[config.mk]
export PLATFORM = sky130hd
export DESIGN_NAME = fp_accumulator
export DESIGN_NICKNAME = d
export VERILOG_FILES = /design/src/rtl/fp_accumulator.sv
export SDC_FILE = /design/constraint.sdc
export NUM_CORES = 1
export LEC_CHECK = 0
export BUFFER_PORTS_ARGS = -buffer_cell sky130_fd_sc_hd__buf_2
export CAP_MARGIN = 10
export CORE_UTILIZATION = 36
export DETAILED_ROUTE_END_ITERATION = 10
export GPL_ROUTABILITY_DRIVEN = 1
export MAX_ROUTING_LAYER = met4
export PLACE_DENSITY = 0.76
export SYNTH_ARGS = -nofsm -noshare
export SYNTH_HDL_FRONTEND = slang
export SYNTH_SLANG_ARGS = --single-unit
[constraint.sdc]
create_clock -name clk -period 1.75 [get_ports clk]
set_input_delay 0.4375 -clock clk [delete_from_list [all_inputs] [get_ports clk]]
set_output_delay 0.4375 -clock clk [all_outputs]
set_load 0.02 [all_outputs]
[src/rtl/fp_accumulator.sv]
// fp_accumulator: sequential stage behind the single-precision float adder.
// It keeps the running sum in a register and presents it on add_x. Each new
// operand goes to add_y, and the adder result is captured on every accepted
// beat. After len terms the final sum and a sticky overflow flag are offered
// on a result handshake.
//
// Float layout on every 32-bit float port: {sign, exp[7:0], mant[22:0]}.
//
// Handshakes: a transfer (beat) happens on a rising clk edge where valid and
// ready are both high. The producer holds data stable while valid is high and
// ready is low. in_ready and res_valid depend only on the state register, so
// neither has a combinational path from any input.
module fp_accumulator #(
    parameter int CNT_W = 8
) (
    input  logic             clk,
    input  logic             rst_n,
    input  logic             start,
    input  logic [CNT_W-1:0] len,
    input  logic             in_valid,
    output logic             in_ready,
    input  logic [31:0]      in_data,
    output logic [31:0]      add_x,
    output logic [31:0]      add_y,
    input  logic [31:0]      add_sum,
    input  logic             add_ovf,
    output logic             res_valid,
    input  logic             res_ready,
    output logic [31:0]      res_data,
    output logic             res_ovf,
    output logic             busy,
    output logic [1:0]       dbg_state
);

    typedef enum logic [1:0] {
        IDLE  = 2'd0,
        ACCUM = 2'd1,
        DONE  = 2'd2
    } state_t;

    state_t           state;
    logic [31:0]      acc;
    logic             ovf;
    logic [CNT_W-1:0] cnt;
    logic             beat;
    logic             last_beat;

    // An operand is consumed only while the block is accumulating.
    assign beat      = in_valid && in_ready;
    // The counter holds the number of terms still to come, so the beat that
    // sees cnt==1 is the final one. It never decrements past zero.
    assign last_beat = beat && (cnt == CNT_W'(1));

    // The adder sits outside this block. The running sum is operand x and
    // the incoming term is operand y, so add_sum is the candidate next sum.
    assign add_x = acc;
    assign add_y = in_data;

    // Moore outputs, decoded only from registered state.
    assign in_ready  = (state == ACCUM);
    assign res_valid = (state == DONE);
    assign busy      = (state != IDLE);
    assign res_data  = acc;
    assign res_ovf   = ovf;
    assign dbg_state = state;

    // Run control: start a run, capture the adder result per beat, and hand
    // off the result. Reset aborts any run in progress immediately.
    always_ff @(posedge clk or negedge rst_n) begin
        if (!rst_n) begin
            state <= IDLE;
            acc   <= 32'h0000_0000;
            ovf   <= 1'b0;
            cnt   <= '0;
        end else begin
            case (state)
                IDLE: begin
                    if (start) begin
                        acc <= 32'h0000_0000;
                        ovf <= 1'b0;
                        cnt <= len;
                        // A zero-length run reports +0.0 without accepting
                        // any operand.
                        if (len == '0) begin
                            state <= DONE;
                        end else begin
                            state <= ACCUM;
                        end
                    end
                end
                ACCUM: begin
                    if (beat) begin
                        acc <= add_sum;
                        ovf <= ovf | add_ovf;
                        cnt <= cnt - CNT_W'(1);
                        if (last_beat) begin
                            state <= DONE;
                        end
                    end
                end
                DONE: begin
                    // acc and ovf are kept after hand-off. They are cleared
                    // only by the next accepted start.
                    if (res_ready) begin
                        state <= IDLE;
                    end
                end
                default: begin
                    state <= IDLE;
                end
            endcase
        end
    end

endmodule

## After elaboration in Yosys (flattened, before gate mapping)

Cells that the tools add are included.

| word-level totals | value |
|---|---|
| flip-flop bits (word level) | 43 |
| input port bits | 78 |
| output and inout port bits | 102 |
| word-level logic and storage cells | 36 |

| cells by class | value |
|---|---|
| add/subtract/negate cells | 1 |
| equal/unequal tests | 7 |
| mux-type cells | 15 |
| bitwise logic cells | 1 |
| reductions and logical operators | 8 |

Operators by type and width:

| operator | number |
|---|---|
| two-way mux 32 bit | 2 |
| one-hot mux 32 bit (2 select lines) | 1 |
| two-way mux 8 bit | 2 |
| one-hot mux 8 bit (2 select lines) | 1 |
| two-way mux 2 bit | 5 |
| == test 8 x 1 -> 1 bit, second input constant | 1 |
| zero test 8 bit | 1 |
| subtractor 8 x 1 -> 8 bit, second input constant | 1 |
| != test 2 x 1 -> 1 bit, second input constant | 3 |
| one-hot mux 2 bit (3 select lines) | 1 |
| AND reduction 4 bit | 1 |
| nonzero test 2 bit | 2 |
| AND reduction 3 bit | 1 |
| == test 2 x 1 -> 1 bit, second input constant | 1 |
| == test 2 bit, second input constant | 1 |
| logical AND 1 bit | 2 |
| zero test 2 bit | 1 |
| two-way mux 1 bit | 2 |
| != test 2 bit, second input constant | 1 |
| one-hot mux 1 bit (2 select lines) | 1 |
| bitwise OR 1 bit | 1 |

## Longest topological paths before layout

Gate-level depths: netlist (run 1).

| logic depth | value |
|---|---|
| depth in word-level cells | 6 |
| mapped depth | 7 |
| mapped depth without buffers | 6 |

## Worst setup path before layout (run 1)

No wires, ideal clock.

| timing | value |
|---|---|
| kind | flip-flop to flip-flop |
| start point | register cnt[0] |
| end point | register cnt[6] |
| library setup time | 0.079 ns |
| data arrival time | 1.580 ns |
| required time | 1.671 ns |
| setup slack | 0.090 ns |
| cell stages (with the launch flop) | 7 |
| buffers on the path | 0 |
| clock period less this slack | 1.660 ns |
| path through | dfrtp_1 inv_1 ha_1 or3b_1 or3_1 a21oi_1 a2bb2oi_1 |

| on the way | value |
|---|---|
| word-level cells in the longest chain between the ends | 3 |

RTL lines:

| element | RTL line | RTL |
|---|---|---|
| start: declaration | 44 | `logic [CNT_W-1:0] cnt;` |
| start signal: assignment | 81 | `cnt <= len;` |
| start signal: assignment | 95 | `cnt <= cnt - CNT_W'(1);` |
| subtractor 8 x 1 -> 8 bit | 95 |  |
| two-way mux 8 bit | 92 | `if (beat) begin` |
| one-hot mux 8 bit (2 select lines) | 76 | `case (state)` |

Every way passes these cells. The select of a mux whose other input is x is not followed.
A chain may end at the register's enable or synchronous reset.

## Worst setup path in the final report (run 1)

| timing | value |
|---|---|
| start point | register cnt[1] |
| end point | register cnt[6] |

The elaborated chain is that of the path after synthesis.

==> results of run 1 <==
-- layout make-up --
cell class / instances / area (sq um) / area share
flip-flops and latches: 43 / 1080 / 0.408
clock buffers: 8 / 100 / 0.0378
multi-input cells: 93 / 672 / 0.254
inverters: 7 / 26.3 / 0.00993
well taps: 75 / 93.8 / 0.0355
repair buffers: 125 / 676 / 0.255
-- metrics by stage --
stage | worst slack [ns] | total power [uW] | utilization | cell area [sq um] | TNS (ns)
after floorplan | 0.0902 | 4540 | - | 2270 | 0
after global placement | 0.0682 | 5060 | 0.419 | 2510 | 0
after detailed placement | -0.0196 | 5140 | 0.419 | 2510 | -0.0196
after CTS | 0.0108 | 5860 | 0.437 | 2620 | 0
after global routing | -0.00731 | 6290 | 0.442 | 2650 | -0.0143
final | 0.0524 | 5860 | 0.442 | 2650 | 0
-- path summary, 6_finish.rpt --
kind                            start        end  slack (ns)  cells after the start
min in group clk           add_sum[0]   add_x[0]        0.36                      2
min reg2reg                 add_x[13]  add_x[13]        0.52                      1
max                            cnt[1]     cnt[6]        0.05                      6
max in group asynchronous       rst_n  add_x[26]        1.17                      2
min                             rst_n   add_x[4]        0.09                      1
max reg2reg                    cnt[1]     cnt[6]        0.05                      6
-- state kept, by name, indices dropped and copies added (netlist names) --
signal     flops
add_x         32
dbg_state      2
cnt            8
res_ovf        1
-- worst max-delay path: cells and delay by family, from the launching register on --
family	cells	cell delay [ns]
and+or+nand+nor	2	0.72
DFF	1	0.39
AOI/OAI and AO/OA	2	0.27
adders and majority gates	1	0.14
buffers and inverters	1	0.10
-- what timing repair did --
item	CTS	global route
endpoints found under the setup margin	2	3
buffers inserted	0	1
hold buffers	0	0
pin swaps	1	0
resized for setup	4	7
-- layout by cell type (no fill, tap or decap), drive strengths merged, types with 4 or more instances in the layout --
| cell type | n |
|---|---|
| a22o | 32 |
| o21ai | 4 |
| dfrtp | 43 |
| a21oi | 10 |
| nand2 | 5 |
| buf | 125 |
| inv | 7 |
| nor2 | 13 |
| clkbuf | 8 |
-- power by group through the flow --
stage / clock network, uW / logic, uW / registers, uW
6_report: 676 / 3300 / 1890
5_1_grt: 751 / 3570 / 1970
4_1_cts: 709 / 3260 / 1890
3_5_place_dp: 0 / 3240 / 1900
3_3_place_gp: 0 / 3190 / 1870
2_1_floorplan: 0 / 2170 / 2360
-- routing by layer --
metal,vias up,global-route usage,wire length (um)
met3,12,0.0356,347
met4,0,0.0661,87
li1,815,-,-
met2,76,0.227,2170
met1,825,0.169,2130
met5,-,-,0
-- cells by family (layout without fill, tap and decap cells) --
kind of cell | count (synthesis) | in the layout | share of synthesized area
buffers and inverters | 81 | 140 | 0.244
muxes | 2 | 2 | 0.00881
DFF | 43 | 43 | 0.473
and+or+nand+nor | 31 | 31 | 0.0660
adders and majority gates | 2 | 2 | 0.0110
AOI/OAI and AO/OA | 58 | 58 | 0.197
==> flow_metrics.tcl, run 1 <==
set metrics [dict create \
    syn_avg_cell_area_sq_um 10.5 \
    post_drt_wl_per_cell_um 13.5 \
    synth_common_cells "buf_4 (65), dfrtp_1 (43), a22o_1 (32)" \
    max_freq_mhz 589 \
    p_per_area_mw_per_mm2 2220 \
    final-instance-count-excl-fill 351 \
    required_ns 1.96 \
    setup_viol 0 \
    whs_ns 0.0909 \
    gp_congestion 0.869 \
    cts.sinks 43 \
    area_growth_pct 16.4 \
    p_int_uw 3120 \
    criticalPathCategory "reg2reg" \
    crit_path_cell_trace "inv_2 > ha_4 > or3b_4 > or3_4 > a21oi_2 > a2bb2oi_1" \
    grt_setup_unrepaired "true" \
    clkLatencyLatePin_ns 0.29 \
    initial_utilization 0.379 \
    antenna_left 0 \
    row_count 28 \
    via_per_inst 4.92 \
    power_frac_comb 0.563 \
    hp-class "in2async" \
    critPathMaxStageDelay_ns 0.39 \
    die_w_um 81.5 \
    io_buffers 115 \
    netlist.top_cell.by_area "dfrtp_1" \
    clock_path_buffers 2 \
    yosys_warnings 0 \
    drt_iter0_markers 31 \
    coreArea_sq_mm 0.00599 \
    antenna_found_initial 0 \
    track_usage 0.142 \
    dieArea_sq_mm 0.00664 \
    syn-num-nets 297 \
    cts_buffers 5 \
    cp_slowest_cell "dfrtp_1" \
    grt_pass1_wl_um 6900 \
    overflow 0 \
    drive_gt1_frac 0.518 \
    dp.cells 342 \
    crit_path_start_kind "flip-flop" \
    period_needed_ns 1.70 \
    synth.cell_area_sq_mm 0.00227 \
    cts_tree "yes" \
    synth.distinct_cells 29 \
    worst_pin_slew_ns 0.494 \
    fp.dieH_um 81.5 \
    cap_violations 0 \
    ys.flop_type "dfrtp_1" \
    power_frac_seq 0.322 \
    grt_pass1_vias 1482 \
    yosys-top-cells-area "dfrtp_1 (47%), buf_4 (21%), a22o_1 (12%)" \
    hpwl_um 3530 \
    critPathCaptureType "flip-flop" \
    nNetsFinal 355 \
    crit_arrival_ns 1.91 \
    htreeDepth 2 \
    power_frac_clock 0.115 \
    drc 0 \
    clockRootBuffer "clkbuf_8" \
    p_switching_uw 2740 \
    yosysTopAreaCellShare 0.473 \
    p_sw_frac 0.468 \
    n_fill_cell 581 \
    synth_most_common_cell "buf_4" \
    ys_seq_area_frac 0.473 \
    synth_seq_cells 43 \
    period_share 0.970 \
    p_leak_uw 0.00144 \
    drt_pass1_iterations 4 \
    slew_headroom 0.668 \
    critPathMaxFanout 3 \
    ir_drop_mv 1.06 \
    wl_um 4730 \
    clk_pin_slew_ns 0.08 \
    post_synth_inst_count 217 \
    synth-edff-count 0 \
    ioPinCount 180 \
    status "completed" \
    slew_viol_final 0 \
    clock_skew_ns 0.00461 \
    hold_viol 0 \
    grt_max_degree 26 \
    async_flop_share 1.00 \
    n_antenna_cell 0 \
    vias 1728 \
]
Power figures use the tool's default switching activity.
==> run 2: changes to the inputs <==
Settings changed: ABC_AREA set to 1, CORE_UTILIZATION 36 to 37.
==> flow_metrics.tcl, run 2 <==
set metrics [dict create \
    status "complete, but fails checks" \
    violations "design-rule violations" \
    cp_slowest_cell "dfrtp_2" \
    cts.sinks 43 \
    cap_violations 0 \
    postCtsSetupBuffers 0 \
    layout_commonest_cell "buf_2" \
    area_growth_pct 11.0 \
    final_cell_mix "buf_2 (115), nand2_1 (97), dfrtp_1 (42), nand3_1 (38), nor2_1 (17)" \
    required_ns 1.31 \
    largest_reg_flops 32 \
    critPathMaxFanout 15 \
    fp.dieH_um 84.4 \
    synth.distinct_cells 23 \
    period_share 0.966 \
    yosys_warnings 0 \
    cts_buffers 5 \
    ioPinCount 180 \
    antenna_found_initial 0 \
    clkLatencyLatePin_ns 0.29 \
    vias 2123 \
    initial_utilization 0.389 \
    clk_pin_slew_ns 0.08 \
    drt_iter0_markers 80 \
    via_per_inst 4.74 \
    synth_seq_cells 43 \
    hold_viol 0 \
    row_count 29 \
    yosysTopAreaCellShare 0.428 \
    ir_drop_mv 0.485 \
    final-instance-count-excl-fill 448 \
    fin_area_sq_mm 0.00279 \
    clockRootBuffer "clkbuf_8" \
    p_leak_uw 0.00165 \
    hp-class "in2async" \
    ctsHoldBuffers 0 \
    post_drt_wl_per_cell_um 12.2 \
    grt_pass1_vias 1963 \
    netlist.top_cell.by_area "dfrtp_1" \
    drive_gt1_frac 0.375 \
    drt_pass1_iterations 8 \
    place_ws_ns 0.172 \
    yosys-top-cells-area "dfrtp_1 (43%), buf_4 (19%), nand2_1 (14%)" \
    hpwl_um 4040 \
    nNetsFinal 451 \
    slew_viol_final 0 \
    dp.cells 441 \
    crit_path_cell_trace "nor2_4 > buf_6 > buf_2" \
    critPathMaxStageDelay_ns 0.46 \
    tns_ns 0 \
    synth_common_cells "nand2_1 (97), buf_4 (64), dfrtp_1 (43)" \
    io_buffers 115 \
    ys.flop_type "dfrtp_1" \
    post_synth_inst_count 320 \
    worst_pin_slew_ns 0.677 \
    period_needed_ns 1.69 \
    grt_max_degree 44 \
    criticalPathCategory "reg2out" \
    max_freq_mhz 592 \
    whs_ns 0.222 \
    wl_um 5460 \
    clock_path_buffers 2 \
    async_flop_share 1.00 \
    dieArea_sq_mm 0.00713 \
    gp_congestion 0.849 \
    grt_setup_unrepaired "false" \
    coreArea_sq_mm 0.00646 \
    layout_setup_ws_ns 0.0603 \
    cts_tree "yes" \
    antenna_left 0 \
    syn_avg_cell_area_sq_um 7.86 \
    ys_seq_area_frac 0.428 \
    p_per_area_mw_per_mm2 2130 \
    setup_viol 0 \
    post_dp_cell_area_sq_mm 0.00268 \
    crit_path_start_kind "flip-flop" \
    overflow 0 \
    n_fill_cell 679 \
    crit_arrival_ns 1.25 \
    track_usage 0.160 \
    syn-num-nets 400 \
    grt_pass1_wl_um 8980 \
    synth_most_common_cell "nand2_1" \
    die_w_um 84.4 \
    clock_skew_ns 0.00514 \
    synth.cell_area_sq_mm 0.00251 \
    slew_headroom 0.548 \
    synth-edff-count 0 \
    htreeDepth 2 \
    drc 14 \
    n_antenna_cell 0 \
    critPathCaptureType "primary output" \
]
==> run 2: cell count changes after synthesis, sizes merged, moves of 3 or more <==
| cell | previous run | this run |
|---|---|---|
| nor2 | 13 | 23 |
| nand4 | 0 | 3 |
| o21ai | 4 | 14 |
| nor4 | 3 | 0 |
| inv | 7 | 15 |
| or3 | 3 | 0 |
| a21oi | 10 | 3 |
| nand2 | 5 | 99 |
| nand3 | 0 | 38 |
| a22o | 32 | 0 |
==> run 2: logic make-up (layout without fill, tap and decap cells) <==
| group | after synthesis | in the layout | synth area share |
|---|---|---|---|
| AND/OR/NAND/NOR | 163 | 163 | 0.277 |
| buffers and inverters | 92 | 143 | 0.241 |
| flip-flops | 43 | 43 | 0.428 |
| AO/OA/AOI/OAI | 20 | 20 | 0.0438 |
| adder cells (fa/ha/maj) | 2 | 2 | 0.00995 |
==> run 2: repair_timing <==
action	4_1_cts	5_1_grt
resized for setup	1	1
setup endpoints to repair	1	1
pin swaps	0	0
gates cloned	0	0
==> run 2: power by group <==
group          switching [uW]  internal (uW)
clock network             320            418
registers                 361           1480
logic                    2280           1070
==> run 2: worst paths after layout <==
kind / start / end / slack, ns / cells after the start
setup / recovery: dbg_state[1] / in_ready / 0.06 / 3
hold / removal: rst_n / add_x[26] / 0.22 / 2
setup reg to reg: dbg_state[0] / cnt[6] / 0.25 / 8
hold reg to reg: add_x[27] / add_x[27] / 0.49 / 2
max in group asynchronous: rst_n / dbg_state[1] / 1.12 / 2
min in group clk: start / res_ovf / 0.37 / 2
==> run 2: area by class of cell <==
type	instances	area [sq um]	share of cell area
repair buffers	121	624	0.224
clock inverters	1	30.0	0.0108
inverters	15	56.3	0.0202
clock buffers	6	72.6	0.0260
flip-flops and latches	43	1080	0.386
well taps	77	96.3	0.0345
multi-input cells	185	832	0.298
==> run 2: worst max-delay path, delay by kind of cell, from the launching register on <==
kind,cells,cell delay (ns)
simple gates,1,0.15
flops,1,0.46
buf+inv,2,0.36
==> run 2: layer usage <==
layer | track usage | routed length (um) | vias up
met2 | 0.260 | 2480 | 91
met5 | - | 0 | -
met1 | 0.195 | 2400 | 968
li1 | - | - | 1043
met4 | 0.0539 | 110 | 0
met3 | 0.0403 | 472 | 21
==> run 2: metrics by stage <==
step | util | total power, uW
2_1_floorplan | - | 4700
4_1_cts | 0.432 | 6010
6_report | 0.432 | 5940
3_3_place_gp | 0.415 | 5170
3_5_place_dp | 0.415 | 5240
5_1_grt | 0.432 | 6400
==> run 3: changes to the inputs <==
Settings changed: CTS_BUF_LIST set to sky130_fd_sc_hd__clkbuf_8 sky130_fd_sc_hd__clkbuf_16.
==> flow_metrics.tcl, run 3 (synthesis gave the netlist of run 2 again) <==
set metrics [dict create \
    status "complete, but fails checks" \
    violations "design-rule violations" \
    largest_reg_flops 32 \
    cp_slowest_cell "dfrtp_2" \
    required_ns 1.31 \
    drive_gt1_frac 0.375 \
    clk_pin_slew_ns 0.08 \
    worst_pin_slew_ns 0.677 \
    clkLatencyLatePin_ns 0.28 \
    via_per_inst 4.74 \
    critPathCaptureType "primary output" \
    top_layer "met4" \
    drt_pass1_iterations 8 \
    cts_buffers 5 \
    coreArea_sq_mm 0.00646 \
    fp.dieH_um 84.4 \
    antenna_found_initial 0 \
    post_drt_wl_per_cell_um 12.2 \
    ir_drop_mv 0.485 \
    cap_violations 0 \
    place_ws_ns 0.172 \
    crit_arrival_ns 1.25 \
    grt_max_degree 44 \
    grt_pass1_vias 1963 \
    routed-wl-met3_um 472 \
    layout_commonest_cell "buf_2" \
    clock_skew_ns 0.00419 \
    wl_met1_um 2390 \
    r2r_start "dbg_state[0]" \
    ctsHoldBuffers 0 \
    initial_utilization 0.389 \
    setup_viol 0 \
    max_freq_mhz 592 \
    grt_pass1_wl_um 8980 \
    criticalPathCategory "reg2out" \
    slew_viol_final 0 \
    clock_path_buffers 2 \
    layout_setup_ws_ns 0.0602 \
    vias 2122 \
    clockRootBuffer "clkbuf_8" \
    regToRegEndpoint "cnt[6]" \
    p_per_area_mw_per_mm2 2130 \
    period_share 0.966 \
    dieArea_sq_mm 0.00713 \
    cts.sinks 43 \
    crit_path_cell_trace "nor2_4 > buf_6 > buf_2" \
    critPathMaxFanout 15 \
    wl_met2_um 2480 \
    critPathMaxStageDelay_ns 0.46 \
    row_count 29 \
    crit_path_start_kind "flip-flop" \
    n_fill_cell 679 \
    n_antenna_cell 0 \
    track_usage 0.160 \
    drt_iter0_markers 80 \
    die_w_um 84.4 \
    gp_congestion 0.849 \
    postCtsSetupBuffers 0 \
    area_growth_pct 11.0 \
    tns_ns 0 \
    ioPinCount 180 \
    hpwl_um 4040 \
    cts_tree "yes" \
    hp-class "in2async" \
    htreeDepth 2 \
    grt_setup_unrepaired "false" \
    drc 14 \
    ff2ff_path_depth 8 \
    overflow 0 \
    wl_um 5450 \
    io_buffers 115 \
    period_needed_ns 1.69 \
    antenna_left 0 \
    slew_headroom 0.548 \
    nNetsFinal 451 \
    p_leak_uw 0.00166 \
    ff2ff_setup_slack_ns 0.25 \
    final_cell_mix "buf_2 (115), nand2_1 (97), dfrtp_1 (42), nand3_1 (38), nor2_1 (17)" \
    cp.buffers_inverters 2 \
    cp_top_family "flip-flops" \
    hold_viol 0 \
]
[run 3: cell types whose count changed in the layout (fill, tap and decap cells not counted)]
cell,delta
clkbuf_1,-1
inv_1,+1
[run 3: what timing repair did]
item / CTS / global route
resized for setup: 1 / 1
endpoints found under the setup margin: 1 / 1
hold endpoints to repair: 0 / 0
[run 3: power by group]
part	switching, uW	total, uW	internal (uW)
logic	2280	3360	1070
registers	361	1840	1480
clock network	319	732	413
[run 3: layout make-up]
type	count	area, sq um	area share
well taps	77	96.3	0.0345
multi-input cells	185	832	0.298
repair buffers	121	624	0.224
inverters	15	56.3	0.0202
clock inverters	2	33.8	0.0121
clock buffers	5	68.8	0.0247
flip-flops and latches	43	1080	0.386
[run 3: through the flow]
| stage | hold WS, ns | cells | util | total power, uW | instance area (sq um) |
|---|---|---|---|---|---|
| final | 0.223 | 448 | 0.432 | 5930 | 2790 |
| after global routing | 0.258 | 448 | 0.432 | 6400 | 2790 |
| after CTS | 0.236 | 448 | 0.432 | 6010 | 2790 |
| after detailed placement | 0.478 | 441 | 0.415 | 5240 | 2680 |
| after global placement | 0.469 | 441 | 0.415 | 5170 | 2680 |
| after floorplan | 0.142 | 320 | - | 4700 | 2510 |
[run 3: how the worst max path moves through the flow]
stage	startpoint	to	slack (ns)	depth (start not counted)
after CTS	dbg_state[1]	in_ready	0.03	3
after detailed placement	start	cnt[6]	0.17	7
after global placement	start	cnt[6]	0.21	7
after floorplan	dbg_state[0]	in_ready	0.16	4
final	dbg_state[1]	in_ready	0.06	3
after global routing	dbg_state[1]	in_ready	0.007	3
[run 3: metal layers]
| metal | vias to the layer above | track usage |
|---|---|---|
| li1 | 1043 | - |
| met1 | 967 | 0.195 |
| met2 | 91 | 0.260 |
| met3 | 21 | 0.0403 |
| met4 | 0 | 0.0539 |
| met5 | - | - |
[run 3: worst register-to-register path: stages (launching register included)]
cell and delay [ns]:
dfrtp_1 0.41, inv_2 0.08, nor2_4 0.04, nand2_1 0.10, nand2_4 0.06, inv_2 0.50
nor2_2 0.06, o21ai_1 0.09, nand2_1 0.06
